===== config.mk =====
export PLATFORM = sky130hd
export DESIGN_NAME = wb_traffic_gen
export DESIGN_NICKNAME = d
export VERILOG_FILES = /design/src/rtl/wb_tg_pkg.sv /design/src/rtl/wb_tg_pattern.sv /design/src/rtl/wb_traffic_gen.sv
export SDC_FILE = /design/constraint.sdc
export NUM_CORES = 1
export LEC_CHECK = 0
export ABC_AREA = 1
export CAP_MARGIN = 10
export CORE_MARGIN = 4
export CORE_UTILIZATION = 52
export DETAILED_ROUTE_END_ITERATION = 12
export HOLD_SLACK_MARGIN = 0.08
export PLACE_DENSITY = 0.77
export SKIP_CTS_REPAIR_TIMING = 1
export SLEW_MARGIN = 20
export SYNTH_ARGS = -nofsm -noshare
export SYNTH_HDL_FRONTEND = slang
export SYNTH_HIERARCHICAL = 1
export SYNTH_SLANG_ARGS = --single-unit

===== constraint.sdc =====
create_clock -name wb_clk_i -period 7.8 [get_ports wb_clk_i]
set_input_delay 1.56 -clock wb_clk_i [delete_from_list [all_inputs] [get_ports wb_clk_i]]
set_output_delay 1.56 -clock wb_clk_i [all_outputs]
set_load 0.05 [all_outputs]

===== src/rtl/wb_tg_pkg.sv =====
// ============================================================================
// Module   : wb_tg_pkg
// Purpose  : Shared types and constants for the Wishbone traffic generator.
// Revision : 1.0 - initial release
// ============================================================================
`default_nettype none

package wb_tg_pkg;

    typedef enum logic [2:0] {
        IDLE      = 3'd0,
        WAIT_INIT = 3'd1,
        WR        = 3'd2,
        RD        = 3'd3,
        GAP       = 3'd4,
        FIN       = 3'd5
    } tg_state_t;

    localparam logic [1:0] c_MODE_WR_ONLY = 2'b00;
    localparam logic [1:0] c_MODE_RD_ONLY = 2'b01;
    localparam logic [1:0] c_MODE_WR_RD   = 2'b10;

    localparam logic [2:0] c_CTI_CLASSIC = 3'b000;
    localparam logic [2:0] c_CTI_INCR    = 3'b010;
    localparam logic [2:0] c_CTI_EOB     = 3'b111;

    localparam logic [31:0] c_LFSR_POLY = 32'h8020_0003;

    // Right-shifting Galois step; the polynomial mask is applied when bit 0 falls out.
    function automatic logic [31:0] lfsr_step(input logic [31:0] v);
        return {1'b0, v[31:1]} ^ (v[0] ? c_LFSR_POLY : 32'h0);
    endfunction

endpackage

`default_nettype wire


===== src/rtl/wb_tg_pattern.sv =====
// ============================================================================
// Module   : wb_tg_pattern
// Purpose  : Data pattern source shared by the write and read passes.
//            WB_TG_LFSR_EN selects a 32-bit Galois LFSR instead of addr^seed.
// Revision : 1.0 - initial release
// ============================================================================
`default_nettype none

module wb_tg_pattern #(
    parameter int DW = 32,
    parameter int AW = 26
) (
    input  logic          clk,
    input  logic          rst,
    input  logic          reseed,
    input  logic          advance,
    input  logic [31:0]   seed,
    input  logic [AW-1:0] addr,
    output logic [DW-1:0] data
);
    import wb_tg_pkg::*;

    logic [31:0] w_word;
    logic        w_unused;

`ifdef WB_TG_LFSR_EN
    logic [31:0] r_lfsr;

    // A zero seed would lock the LFSR, so it is replaced by 1.
    always_ff @(posedge clk or posedge rst) begin
        if (rst) begin
            r_lfsr <= 32'h0;
        end else if (reseed) begin
            r_lfsr <= (seed == 32'h0) ? 32'h1 : seed;
        end else if (advance) begin
            r_lfsr <= lfsr_step(r_lfsr);
        end
    end

    assign w_word   = r_lfsr;
    assign w_unused = ^addr;
`else
    assign w_word   = 32'(addr) ^ seed;
    assign w_unused = ^{clk, rst, reseed, advance};
`endif

    // Truncate or replicate the 32-bit word to the bus width.
    for (genvar i = 0; i < DW; i++) begin : g_bits
        assign data[i] = w_word[i % 32];
    end

endmodule

`default_nettype wire


===== src/rtl/wb_traffic_gen.sv =====
// ============================================================================
// Module   : wb_traffic_gen
// Purpose  : Self-checking Wishbone burst master: writes a pattern over a
//            region, reads it back, counts mismatches. Option: WB_TG_LFSR_EN.
// Revision : 1.0 - initial release
// ============================================================================
`default_nettype none

module wb_traffic_gen #(
    parameter int DW      = 32,
    parameter int AW      = 26,
    parameter int BLW     = 5,
    parameter int TIMEOUT = 1024
) (
    input  logic            wb_clk_i,
    input  logic            wb_rst_i,
    input  logic            start,
    input  logic [1:0]      cfg_mode,
    input  logic [AW-1:0]   cfg_base_addr,
    input  logic [15:0]     cfg_num_bursts,
    input  logic [BLW-1:0]  cfg_burst_len,
    input  logic [31:0]     cfg_seed,
    input  logic            sdr_init_done,
    output logic            wb_cyc_o,
    output logic            wb_stb_o,
    output logic            wb_we_o,
    output logic [AW-1:0]   wb_addr_o,
    output logic [DW-1:0]   wb_dat_o,
    output logic [DW/8-1:0] wb_sel_o,
    output logic [2:0]      wb_cti_o,
    input  logic            wb_ack_i,
    input  logic [DW-1:0]   wb_dat_i,
    output logic            busy,
    output logic            done,
    output logic            err,
    output logic [15:0]     err_count,
    output logic [AW-1:0]   first_err_addr
);
    import wb_tg_pkg::*;

    localparam int              c_BYTES    = DW / 8;
    localparam int              c_TW       = $clog2(TIMEOUT + 1);
    localparam logic [AW-1:0]   c_STEP     = AW'(c_BYTES);
    localparam logic [AW-1:0]   c_ALIGN    = ~AW'(c_BYTES - 1);
    localparam logic [c_TW-1:0] c_TMO_LAST = c_TW'(TIMEOUT - 1);

    tg_state_t       r_state, w_next;

    logic [1:0]      r_mode;
    logic [AW-1:0]   r_base;
    logic [15:0]     r_num;
    logic [BLW-1:0]  r_len;
    logic [31:0]     r_seed;

    logic [AW-1:0]   r_addr;
    logic [BLW-1:0]  r_beat;
    logic [15:0]     r_burst;
    logic            r_pass_wr;
    logic [c_TW-1:0] r_tmo;

    logic            r_busy, r_done, r_err;
    logic [15:0]     r_err_count;
    logic [AW-1:0]   r_first_err_addr;
    logic            r_chk_vld, r_chk_mis;
    logic [AW-1:0]   r_chk_addr;

    logic            w_start_ok, w_last_beat, w_tmo, w_rd_after_wr;
    logic            w_active, w_we, w_pass_start, w_pass_wr;
    logic [2:0]      w_cti;
    logic [DW-1:0]   w_pat;

    assign w_start_ok    = start && !r_busy && (r_state == IDLE);
    assign w_last_beat   = (r_beat == r_len - BLW'(1));
    assign w_tmo         = !wb_ack_i && (r_tmo == c_TMO_LAST);
    assign w_rd_after_wr = (r_mode != c_MODE_WR_ONLY) && (r_mode != c_MODE_RD_ONLY);

    always_ff @(posedge wb_clk_i or posedge wb_rst_i) begin
        if (wb_rst_i) begin
            r_state <= IDLE;
        end else begin
            r_state <= w_next;
        end
    end

    always_comb begin
        w_next       = r_state;
        w_pass_start = 1'b0;
        w_pass_wr    = 1'b0;
        w_active     = 1'b0;
        w_we         = 1'b0;
        w_cti        = c_CTI_CLASSIC;
        case (r_state)
            IDLE: begin
                if (w_start_ok) w_next = WAIT_INIT;
            end
            WAIT_INIT: begin
                if (sdr_init_done) begin
                    w_pass_start = 1'b1;
                    w_pass_wr    = (r_mode != c_MODE_RD_ONLY);
                    if (r_num == 16'd0)              w_next = FIN;
                    else if (r_mode == c_MODE_RD_ONLY) w_next = RD;
                    else                             w_next = WR;
                end
            end
            WR, RD: begin
                w_active = 1'b1;
                w_we     = (r_state == WR);
                if (r_len != BLW'(1)) w_cti = w_last_beat ? c_CTI_EOB : c_CTI_INCR;
                if (w_tmo)                         w_next = FIN;
                else if (wb_ack_i && w_last_beat)  w_next = GAP;
            end
            GAP: begin
                if (r_burst == r_num) begin
                    if (r_pass_wr && w_rd_after_wr) begin
                        w_next       = RD;
                        w_pass_start = 1'b1;
                    end else begin
                        w_next = FIN;
                    end
                end else begin
                    w_next = r_pass_wr ? WR : RD;
                end
            end
            FIN:     w_next = IDLE;
            default: w_next = IDLE;
        endcase
    end

    // Configuration capture and beat/burst bookkeeping.
    always_ff @(posedge wb_clk_i or posedge wb_rst_i) begin
        if (wb_rst_i) begin
            r_mode    <= 2'b00;
            r_base    <= '0;
            r_num     <= 16'd0;
            r_len     <= '0;
            r_seed    <= 32'h0;
            r_addr    <= '0;
            r_beat    <= '0;
            r_burst   <= 16'd0;
            r_pass_wr <= 1'b0;
            r_tmo     <= '0;
        end else begin
            if (w_start_ok) begin
                r_mode <= cfg_mode;
                r_base <= cfg_base_addr & c_ALIGN;
                r_num  <= cfg_num_bursts;
                r_len  <= (cfg_burst_len == '0) ? BLW'(1) : cfg_burst_len;
                r_seed <= cfg_seed;
            end
            if (w_pass_start) begin
                r_addr    <= r_base;
                r_beat    <= '0;
                r_burst   <= 16'd0;
                r_tmo     <= '0;
                r_pass_wr <= w_pass_wr;
            end else if (w_active) begin
                if (wb_ack_i) begin
                    r_addr <= r_addr + c_STEP;
                    r_tmo  <= '0;
                    if (w_last_beat) begin
                        r_beat  <= '0;
                        r_burst <= r_burst + 16'd1;
                    end else begin
                        r_beat <= r_beat + BLW'(1);
                    end
                end else begin
                    r_tmo <= r_tmo + c_TW'(1);
                end
            end
        end
    end

    // Status: the read comparison is registered, then folded into the error state.
    always_ff @(posedge wb_clk_i or posedge wb_rst_i) begin
        if (wb_rst_i) begin
            r_busy           <= 1'b0;
            r_done           <= 1'b0;
            r_err            <= 1'b0;
            r_err_count      <= 16'd0;
            r_first_err_addr <= '0;
            r_chk_vld        <= 1'b0;
            r_chk_mis        <= 1'b0;
            r_chk_addr       <= '0;
        end else begin
            r_chk_vld  <= w_active && wb_ack_i && !w_we;
            r_chk_mis  <= (wb_dat_i != w_pat);
            r_chk_addr <= r_addr;
            if (w_start_ok) begin
                r_busy           <= 1'b1;
                r_done           <= 1'b0;
                r_err            <= 1'b0;
                r_err_count      <= 16'd0;
                r_first_err_addr <= '0;
            end
            if (r_chk_vld && r_chk_mis) begin
                if (r_err_count != 16'hFFFF) r_err_count <= r_err_count + 16'd1;
                r_err <= 1'b1;
                if (!r_err) r_first_err_addr <= r_chk_addr;
            end
            if (w_active && w_tmo) begin
                r_err <= 1'b1;
                if (!r_err && !(r_chk_vld && r_chk_mis)) r_first_err_addr <= r_addr;
            end
            if (r_state == FIN) begin
                r_done <= 1'b1;
                r_busy <= 1'b0;
            end
        end
    end

    wb_tg_pattern #(
        .DW (DW),
        .AW (AW)
    ) u_pattern (
        .clk     (wb_clk_i),
        .rst     (wb_rst_i),
        .reseed  (w_pass_start),
        .advance (w_active && wb_ack_i),
        .seed    (r_seed),
        .addr    (r_addr),
        .data    (w_pat)
    );

    assign wb_cyc_o       = w_active;
    assign wb_stb_o       = w_active;
    assign wb_we_o        = w_we;
    assign wb_addr_o      = r_addr;
    assign wb_dat_o       = w_pat;
    assign wb_sel_o       = '1;
    assign wb_cti_o       = w_cti;
    assign busy           = r_busy;
    assign done           = r_done;
    assign err            = r_err;
    assign err_count      = r_err_count;
    assign first_err_addr = r_first_err_addr;

endmodule

`default_nettype wire

==> results.cfg, run 1 <==
[critical_path]
cpMostUsedCell = nand2_1
worstPathArrival_ps = 3190
r2r_cells = 9
endpoint_kind = output port
critPathKind = reg -> out
cp.required_ps = 6240
path_cells = inv_1 -> ha_1 -> nand2_1 -> nand2_1 -> nor2_1 -> nand2_1 -> nor2_2 -> and3_1 -> clkdlybuf4s50_1
slowest_stage = clkdlybuf4s50_1
cp-start-kind = register
path_max_fanout = 13
path_buf_inv = 2
critical-path-top-delay-family = simple AND/OR/NAND/NOR gates
timing.rr.end = r_len[0]
r2r_setup_slack_ps = 4530
critPathMaxStageDelay_ps = 820
reg2reg_from = r_state[0]

[route]
wl_per_cell_um = 15.1
postRouteAntennaNets = 0
route.detailed.drc = 0
dr_total_vias = 10700
drt_iter0_drc = 819
wl_um = 31000
drtPass1Iterations = 5
vias_per_cell = 5.22

[logic_synthesis]
synth_fa_ha_area_share_pct = 0.769
ys_seq_area_share_pct = 46.1
muxShareOfSynthArea_pct = 0
yosys_warnings = 6
ys_ff_latch = 210
synth_xor_area_share_pct = 4.92
synth_simple_gate_area_share_pct = 34.2
syn_area_mm2 = 0.0114
synthCells = 1564
synth_area_per_cell_um2 = 7.29
synth_cell_types = 35
synth_compound_area_share_pct = 5.01
synth_top_family_by_area = simple AND/OR/NAND/NOR gates

[place]
gp_congestion = 0.878
place_area_mm2 = 0.0137
dpl.hpwl_um = 21300
port_buffers = 222

[sta]
worst_pin_slew_ps = 956
finalSetupViolations = 0
hold_viol = 0
period_share_pct = 60.9
period_needed_ps = 4750
holdWs_ps = 481
max_freq_ghz = 0.211
fin_setup_tns_ps = 0
relSlewSlack_pct = 36.3
rsz0062_at_grt = no
fin_skew_ps = 9.19
slew_violations = 0

[finish]
diodes = 0
nFillCells = 1812
final_common_cell = nand2_1
final_cell_area_mm2 = 0.0144
layout.nets = 1880
syn2layout_area_growth_pct = 26.5
most-common-layout-cells = nand2_1 (597), clkdlybuf4s50_1 (222), dfrtp_1 (210)
drive_gt1_share_pct = 3.84

[min_path]
hold_class = reg -> reg
min_path_cells = 2
hold_end = r_base[25]
hold_start = r_base[25]

[global_route]
grt_max_degree = 152
gr-total-overflow = 0
grt_antenna_before_repair = 0
grt_pass1_wl_um = 49900
first_global_vias = 10000
grt_use_total_pct = 24.8

[clocking]
htreeDepth = 1
cts.clk_slew.worst_paths_ps = 60
clock_sinks = 210
tritoncts = done
root_buffer = clkbuf_16
numCtsBuffers = 23
clk_path_buf_depth = 3
clk_latency_ps = 510

[floorplanning]
dieArea_mm2 = 0.0243
io_pins = 231
die_y_um = 156
die_w_um = 156
initial_utilization_pct = 53.5
core-area_mm2 = 0.0213
rows = 53

[power]
p_leak_nw = 7.05
power_switching_mw = 2.90
sw_frac_of_total_pct = 48.1
power_mw = 6.02
comb_power_share_pct = 50.2
clkPwrFrac_pct = 17.4
p_int_mw = 3.12
p_seq_share_pct = 32.4
power_density_mw_per_mm2 = 417
ir_drop_mv = 0.224

[status]
status = complete, no violations

[flow_run]
max_cap_viol_count = 0
[cells in the mapped netlist]
cell / instances / area [µm²]
nand3_1: 83 / 415
a31oi_1: 2 / 12.5
nor3b_1: 2 / 15.0
buf_2: 18 / 90.1
nor4_1: 2 / 12.5
nor3_1: 24 / 120
o22ai_1: 6 / 37.5
buf_1: 11 / 41.3
conb_1: 2 / 7.51
xnor2_1: 24 / 210
nor2_1: 126 / 473
and2_1: 1 / 6.26
nor2_2: 3 / 18.8
inv_1: 162 / 608
nand2_2: 6 / 37.5
o21ai_1: 6 / 30.0
a21oi_1: 33 / 165
nor3_4: 1 / 16.3
inv_2: 7 / 26.3
nand4_1: 76 / 475
o21ai_0: 62 / 310
dfrtp_1: 210 / 5260
or2_2: 3 / 18.8
nor2_4: 1 / 11.3
a21o_1: 1 / 7.51
nand3b_1: 2 / 15.0
nand3_2: 1 / 10.0
buf_6: 4 / 45.0
buf_4: 17 / 128
nand2_1: 598 / 2240
and3_1: 1 / 6.26
xor2_1: 40 / 350
o21bai_1: 1 / 7.51
ha_1: 7 / 87.6
clkbuf_1: 21 / 78.8
[cell families (layout without fill, tap and decap cells)]
family          after synthesis  count (layout)
fa+ha+maj                     7               7
other cells                   2              10
buf+inv                     240             438
compound gates              111             111
xor+xnor                     64              64
simple gates                930             930
flops                       210             210
[state kept, by name, summed over array words and instances, names as in the netlist]
register	count
busy	1
done	1
err	1
err_count	16
first_err_addr	26
r_base	24
r_beat	5
r_burst	16
r_chk_addr	24
r_chk_mis	1
r_chk_vld	1
r_len	5
r_mode	2
r_num	16
r_pass_wr	1
r_seed	32
r_state	3
r_tmo	11
wb_addr_o	24
[per-stage QoR]
step	utilization, %	cells	worst slack (ps)
after floorplan	-	1572	502
after global routing	67.7	2045	2780
after detailed placement	64.3	2005	3030
after CTS	67.7	2045	3020
final	67.7	2045	3050
after global placement	64.3	2005	3010
[layer usage]
metal / wire length, µm / track usage [%] / up-vias
met3: 1700 / 2.91 / 55
met5: 0 / 0 / -
li1: - / - / 5275
met1: 13600 / 35.2 / 5026
met2: 14800 / 40.3 / 312
met4: 799 / 7.13 / 0
[worst reg2reg max path: stages, from the launching register on]
cell	delay [ps]
dfrtp_1	410
nor2_1	80
nand2_1	80
inv_1	80
nand2_4	50
buf_4	670
clkinv_2	930
buf_4	580
o21ai_0	140
o21ai_0	90
[final cells by class]
class / count / area (µm²) / area share [%]
Tap cell: 275 / 344 / 2.39
Clock buffer: 36 / 704 / 4.89
Clock inverter: 4 / 23.8 / 0.165
Inverter: 169 / 648 / 4.50
Timing Repair Buffer: 229 / 2270 / 15.8
Multi-Input combinational cell: 1122 / 5170 / 35.8
Sequential cell: 210 / 5260 / 36.4
[power groups by stage]
stage / Clock [mW] / Combinational [mW] / Sequential (mW)
after detailed placement: 0 / 3.01 / 1.96
after CTS: 1.06 / 3.03 / 1.94
after global routing: 1.11 / 3.27 / 2.02
final: 1.05 / 3.02 / 1.95
after global placement: 0 / 2.95 / 1.93
after floorplan: 0 / 1.65 / 2.32
[worst max path at each step]
stage / start / endpoint / slack [ps] / cells after the start
global route: r_len[0] / wb_cti_o[0] / 2780 / 10
finish: r_len[0] / wb_cti_o[2] / 3050 / 9
CTS: r_len[0] / wb_cti_o[2] / 3020 / 9
floorplan: wb_rst_i / busy / 500 / 1
global placement: start / r_len[0] / 3010 / 9
detailed placement: start / r_len[0] / 3030 / 9
Power figures use the tool's default switching activity.
==> run 2, diff against run 1 <==
--- a/config.mk
+++ b/config.mk
@@ -8,10 +8,10 @@
 export ABC_AREA = 1
 export CAP_MARGIN = 10
 export CORE_MARGIN = 4
-export CORE_UTILIZATION = 52
+export CORE_UTILIZATION = 47
 export DETAILED_ROUTE_END_ITERATION = 12
 export HOLD_SLACK_MARGIN = 0.08
-export PLACE_DENSITY = 0.77
+export PLACE_DENSITY = 0.73
 export SKIP_CTS_REPAIR_TIMING = 1
 export SLEW_MARGIN = 20
 export SYNTH_ARGS = -nofsm -noshare
==> constraint.sdc (replaced) <==
create_clock -name wb_clk_i -period 4.15 [get_ports wb_clk_i]
set_input_delay 0.83 -clock wb_clk_i [delete_from_list [all_inputs] [get_ports wb_clk_i]]
set_output_delay 0.83 -clock wb_clk_i [all_outputs]
set_load 0.05 [all_outputs]
==> run 2 against run 1 <==
Sequential power is 88% higher. Die area is 10% higher. Cell area is 1.3% higher. Global-route usage is 1.5 points lower. Wire length is 2.5% higher. Clock-buffer cell count is 5 lower. Critical path type unchanged. First-iteration DRC count is 14% higher. Total power is 90% higher. Via count is 0.33% lower. Register-to-register slack worse by 2800 ps. Highest routed layer unchanged.
==> results.cfg, run 2 (same netlist as run 1, synthesis figures left out) <==
[finish]
top_register = r_seed
largest_register_ff_count = 32
syn2layout_area_growth_pct = 28.1
layout.nets = 1890
diodes = 0
drive_gt1_share_pct = 4.38
post-route-util_pct = 61.6
most-common-layout-cells = nand2_1 (597), clkdlybuf4s50_1 (222), dfrtp_1 (210)
final_common_cell = nand2_1

[place]
gp_congestion = 0.880
dpl.hpwl_um = 22200
port_buffers = 222
place_ws_ps = 1120

[sta]
worst_pin_slew_ps = 984
hold_viol = 0
final.setup.worst_slack_ps = 589
slew_violations = 0
relSlewSlack_pct = 34.3
rsz0062_at_grt = no
fin_skew_ps = 8.75
finalSetupViolations = 0
max_freq_ghz = 0.281
period_needed_ps = 3560
period_share_pct = 85.8
fin_setup_tns_ps = 0

[clocking]
clock_sinks = 210
tritoncts = done
numCtsBuffers = 23
htreeDepth = 1
root_buffer = clkbuf_16
clk_path_buf_depth = 3
clk_latency_ps = 510
cts.clk_slew.worst_paths_ps = 60

[power]
p_leak_nw = 7.11
power_mw = 11.4
power_density_mw_per_mm2 = 782
ir_drop_mv = 0.498

[floorplanning]
die_w_um = 164
initial_utilization_pct = 48.1
dieArea_mm2 = 0.0268
core-area_mm2 = 0.0237
rows = 56
die_y_um = 164
io_pins = 231

[critical_path]
path_max_fanout = 4
reg2reg_from = r_tmo[0]
worstPathArrival_ps = 2730
critPathMaxStageDelay_ps = 820
critPathKind = reg -> out
path_cells = inv_1 -> ha_1 -> inv_1 -> nand2_1 -> nand2_1 -> nor2_1 -> nand2_1 -> nor2_2 -> and3_1 -> clkdlybuf4s50_1
r2r_setup_slack_ps = 1730
cp-start-kind = register
slowest_stage = clkdlybuf4s50_1
cp.required_ps = 3320
path_buf_inv = 3
critical-path-top-delay-family = buffers and inverters
r2r_cells = 10
timing.rr.end = first_err_addr[12]
endpoint_kind = output port
cpMostUsedCell = nand2_1

[min_path]
min_path_cells = 2
hold_end = r_base[15]
hold_class = reg -> reg
hold_start = r_base[15]

[global_route]
grt_antenna_before_repair = 0
grt_pass1_wl_um = 50900
first_global_vias = 10100
grt_max_degree = 106
grt_use_total_pct = 23.3
gr-total-overflow = 0

[route]
drtPass1Iterations = 5
route.detailed.drc = 0
wl_per_cell_um = 15.1
vias_per_cell = 5.07
drt_iter0_drc = 934
postRouteAntennaNets = 0
dr_total_vias = 10600
wl_um = 31800

[status]
status = complete, no violations

[flow_run]
max_cap_viol_count = 0
[run 2: cell count changes in the layout (fill, tap and decap cells not counted), sizes merged]
cell      previous run  this run
clkbuf              36        31
buf                  7        17
bufinv               0         2
clkinvlp             0         3
[run 2: per-stage QoR]
stage,cells,area [µm²],hold WS (ps)
6_report,2099,14600,484
4_1_cts,2099,14600,484
5_1_grt,2099,14600,512
2_1_floorplan,1572,11400,449
3_5_place_dp,2059,13900,469
3_3_place_gp,2059,13900,463
[run 2: worst max-delay path by stage]
stage / cells after the start / from / to / slack [ps]
global placement: 10 / r_len[0] / wb_cti_o[0] / 1150
finish: 10 / r_len[0] / wb_cti_o[0] / 590
floorplan: 1 / wb_rst_i / busy / 590
global route: 9 / r_len[0] / wb_cti_o[0] / 400
CTS: 10 / r_len[0] / wb_cti_o[0] / 570
detailed placement: 7 / wb_ack_i / first_err_addr[4] / 1120
[run 2: final cells by class]
type,instances,area [µm²]
Sequential cell,210,5260
Clock buffer,31,636
Timing Repair Buffer,239,2400
Fill cell,2186,9080
Tap cell,319,399
Clock inverter,9,104
Inverter,169,639
Multi-Input combinational cell,1122,5170
[run 2: layer usage]
layer,global-route usage (%),up-vias,wire length [µm]
met4,6.90,0,913
met1,33.0,4952,14200
met3,2.89,64,1770
li1,-,5305,-
met2,37.7,312,14900
met5,0,-,0
[run 2: tightest hold or removal path: stages (launching register included)]
cell	delay [ps]
dfrtp_1	330
nand2_1	60
nand2_1	60
[run 2: report_power, final]
part / internal, mW / total [mW] / switching (mW) / leakage [nW]
Combinational: 1.92 / 5.74 / 3.82 / 4.07
Clock: 1.20 / 2.01 / 0.814 / 0.360
Sequential: 2.84 / 3.66 / 0.825 / 2.68
Total: 5.96 / 11.4 / 5.46 / 7.11
==> run 3, diff against run 2 <==
--- a/config.mk
+++ b/config.mk
@@ -11,8 +11,9 @@
 export CORE_UTILIZATION = 47
 export DETAILED_ROUTE_END_ITERATION = 12
 export HOLD_SLACK_MARGIN = 0.08
-export PLACE_DENSITY = 0.73
+export PLACE_DENSITY = 0.87
 export SKIP_CTS_REPAIR_TIMING = 1
+export SKIP_LAST_GASP = 1
 export SLEW_MARGIN = 20
 export SYNTH_ARGS = -nofsm -noshare
 export SYNTH_HDL_FRONTEND = slang
==> run 3 against run 2 <==
Maximum frequency shrank 4.8%. First-iteration DRC count grew 17%. Wire length grew 0.37%. Die area is the same. Via count grew 2.4%. Largest power group unchanged.
==> results.cfg, run 3 (same netlist as run 1, synthesis figures left out) <==
[finish]
seqCellArea_mm2 = 0.00526
layout.nets = 1889
top_register = r_seed
multiInputGateArea_mm2 = 0.00516
diodes = 0
syn2layout_area_growth_pct = 27.8
final_common_cell = nand2_1
post-route-util_pct = 61.5
largest_register_ff_count = 32
drive_gt1_share_pct = 4.39
most-common-layout-cells = nand2_1 (597), clkdlybuf4s50_1 (222), dfrtp_1 (210)
nFillCells = 2046

[route]
dr_total_vias = 10900
drt_iter0_drc = 1091
drtPass1Iterations = 6
postRouteAntennaNets = 0
route.detailed.drc = 0
wl_um = 31900
wl_per_cell_um = 15.2
vias_per_cell = 5.19

[sta]
slew_violations = 0
max_freq_ghz = 0.267
period_needed_ps = 3740
fin_skew_ps = 9.30
finalSetupViolations = 0
worst_pin_slew_ps = 941
relSlewSlack_pct = 37.3
fin_setup_tns_ps = 0
rsz0062_at_grt = no
period_share_pct = 90.1
hold_viol = 0

[clocking]
clk_path_buf_depth = 3
cts.clk_slew.worst_paths_ps = 60
tritoncts = done
htreeDepth = 1
clk_latency_ps = 500
root_buffer = clkbuf_16
numCtsBuffers = 23
clock_sinks = 210

[critical_path]
path_buf_inv = 4
critical-path-top-delay-family = buffers and inverters
cp-start-kind = register
cpMostUsedCell = nand2_1
path_cells = inv_1 -> ha_1 -> inv_1 -> nand2_1 -> nand2_1 -> nor2_1 -> nand2_1 -> nor2_2 -> buf_4 -> and3_1 -> clkdlybuf4s50_1
slowest_stage = clkdlybuf4s50_1
cp.required_ps = 3320
worstPathArrival_ps = 2910
endpoint_kind = output port
critPathKind = reg -> out
critPathMaxStageDelay_ps = 820
path_max_fanout = 13

[floorplanning]
dieArea_mm2 = 0.0268
core-area_mm2 = 0.0237
io_pins = 231
die_w_um = 164
rows = 56
die_y_um = 164
initial_utilization_pct = 48.1

[flow_run]
max_cap_viol_count = 0

[power]
p_leak_nw = 7.10
power_density_mw_per_mm2 = 785
ir_drop_mv = 0.374

[status]
status = complete, no violations

[global_route]
gr-total-overflow = 0
grt_antenna_before_repair = 0
first_global_vias = 10300
grt_use_total_pct = 23.2
grt_pass1_wl_um = 51100
grt_max_degree = 94

[min_path]
hold_class = reg -> reg

[place]
port_buffers = 222
dpl.hpwl_um = 22400
gp_congestion = 0.903
[run 3: cell count changes in the layout (fill, tap and decap cells not counted), sizes merged]
cell      before  now
clkbuf        31   37
buf           17   16
clkinv         5    3
clkinvlp       3    1
inv          168  167
bufinv         2    0
[run 3: tightest hold or removal path, stage by stage (launching register included)]
cell	delay, ps
dfrtp_1	340
nand2_1	60
nand2_1	50
[run 3: worst paths after layout]
kind                             from                  to  slack [ps]  cells after the start
hold / removal             r_base[22]          r_base[22]         480                      2
min in group asynchronous    wb_rst_i       err_count[14]         730                      2
max in group asynchronous    wb_rst_i       wb_addr_o[25]        2570                      3
hold reg to reg            r_base[22]          r_base[22]         480                      2
setup reg to reg             r_tmo[0]  first_err_addr[21]        1720                     10
setup / recovery             r_len[0]         wb_cti_o[0]         410                     11
[run 3: layout make-up]
| type | count | area share [%] |
|---|---|---|
| inverter | 169 | 4.39 |
| sequential | 210 | 36.1 |
| clock buffer | 37 | 5.00 |
| timing repair buffer | 238 | 16.3 |
| tap | 319 | 2.74 |
| multi-input combinational | 1122 | 35.5 |
| clock inverter | 2 | 0.0687 |
[run 3: power breakdown]
| group | leakage (nW) | internal (mW) | switching, mW | total [mW] |
|---|---|---|---|---|
| registers | 2.68 | 2.84 | 0.818 | 3.66 |
| clock network | 0.368 | 1.19 | 0.796 | 1.98 |
| logic | 4.05 | 1.91 | 3.87 | 5.79 |
| total | 7.10 | 5.94 | 5.49 | 11.4 |
[run 3: stage by stage]
stage	instance area, µm²	cells	hold slack, ps	power, mW	setup slack, ps
2_1_floorplan	11400	1572	449	7.47	592
3_3_place_gp	13800	2058	465	9.25	981
3_5_place_dp	13800	2058	466	9.42	963
4_1_cts	14600	2097	482	11.4	414
5_1_grt	14600	2097	507	12.1	250
6_report	14600	2097	481	11.4	411
[run 3: per-layer routing]
layer	share of wire (%)	wire [µm]	up-vias	global-route usage (%)
met5	0	0	-	0
met4	3.1	990	0	7.93
met3	6.8	2170	75	2.79
met2	48	15200	403	38.2
met1	42	13500	5100	32.1
li1	-	-	5307	-
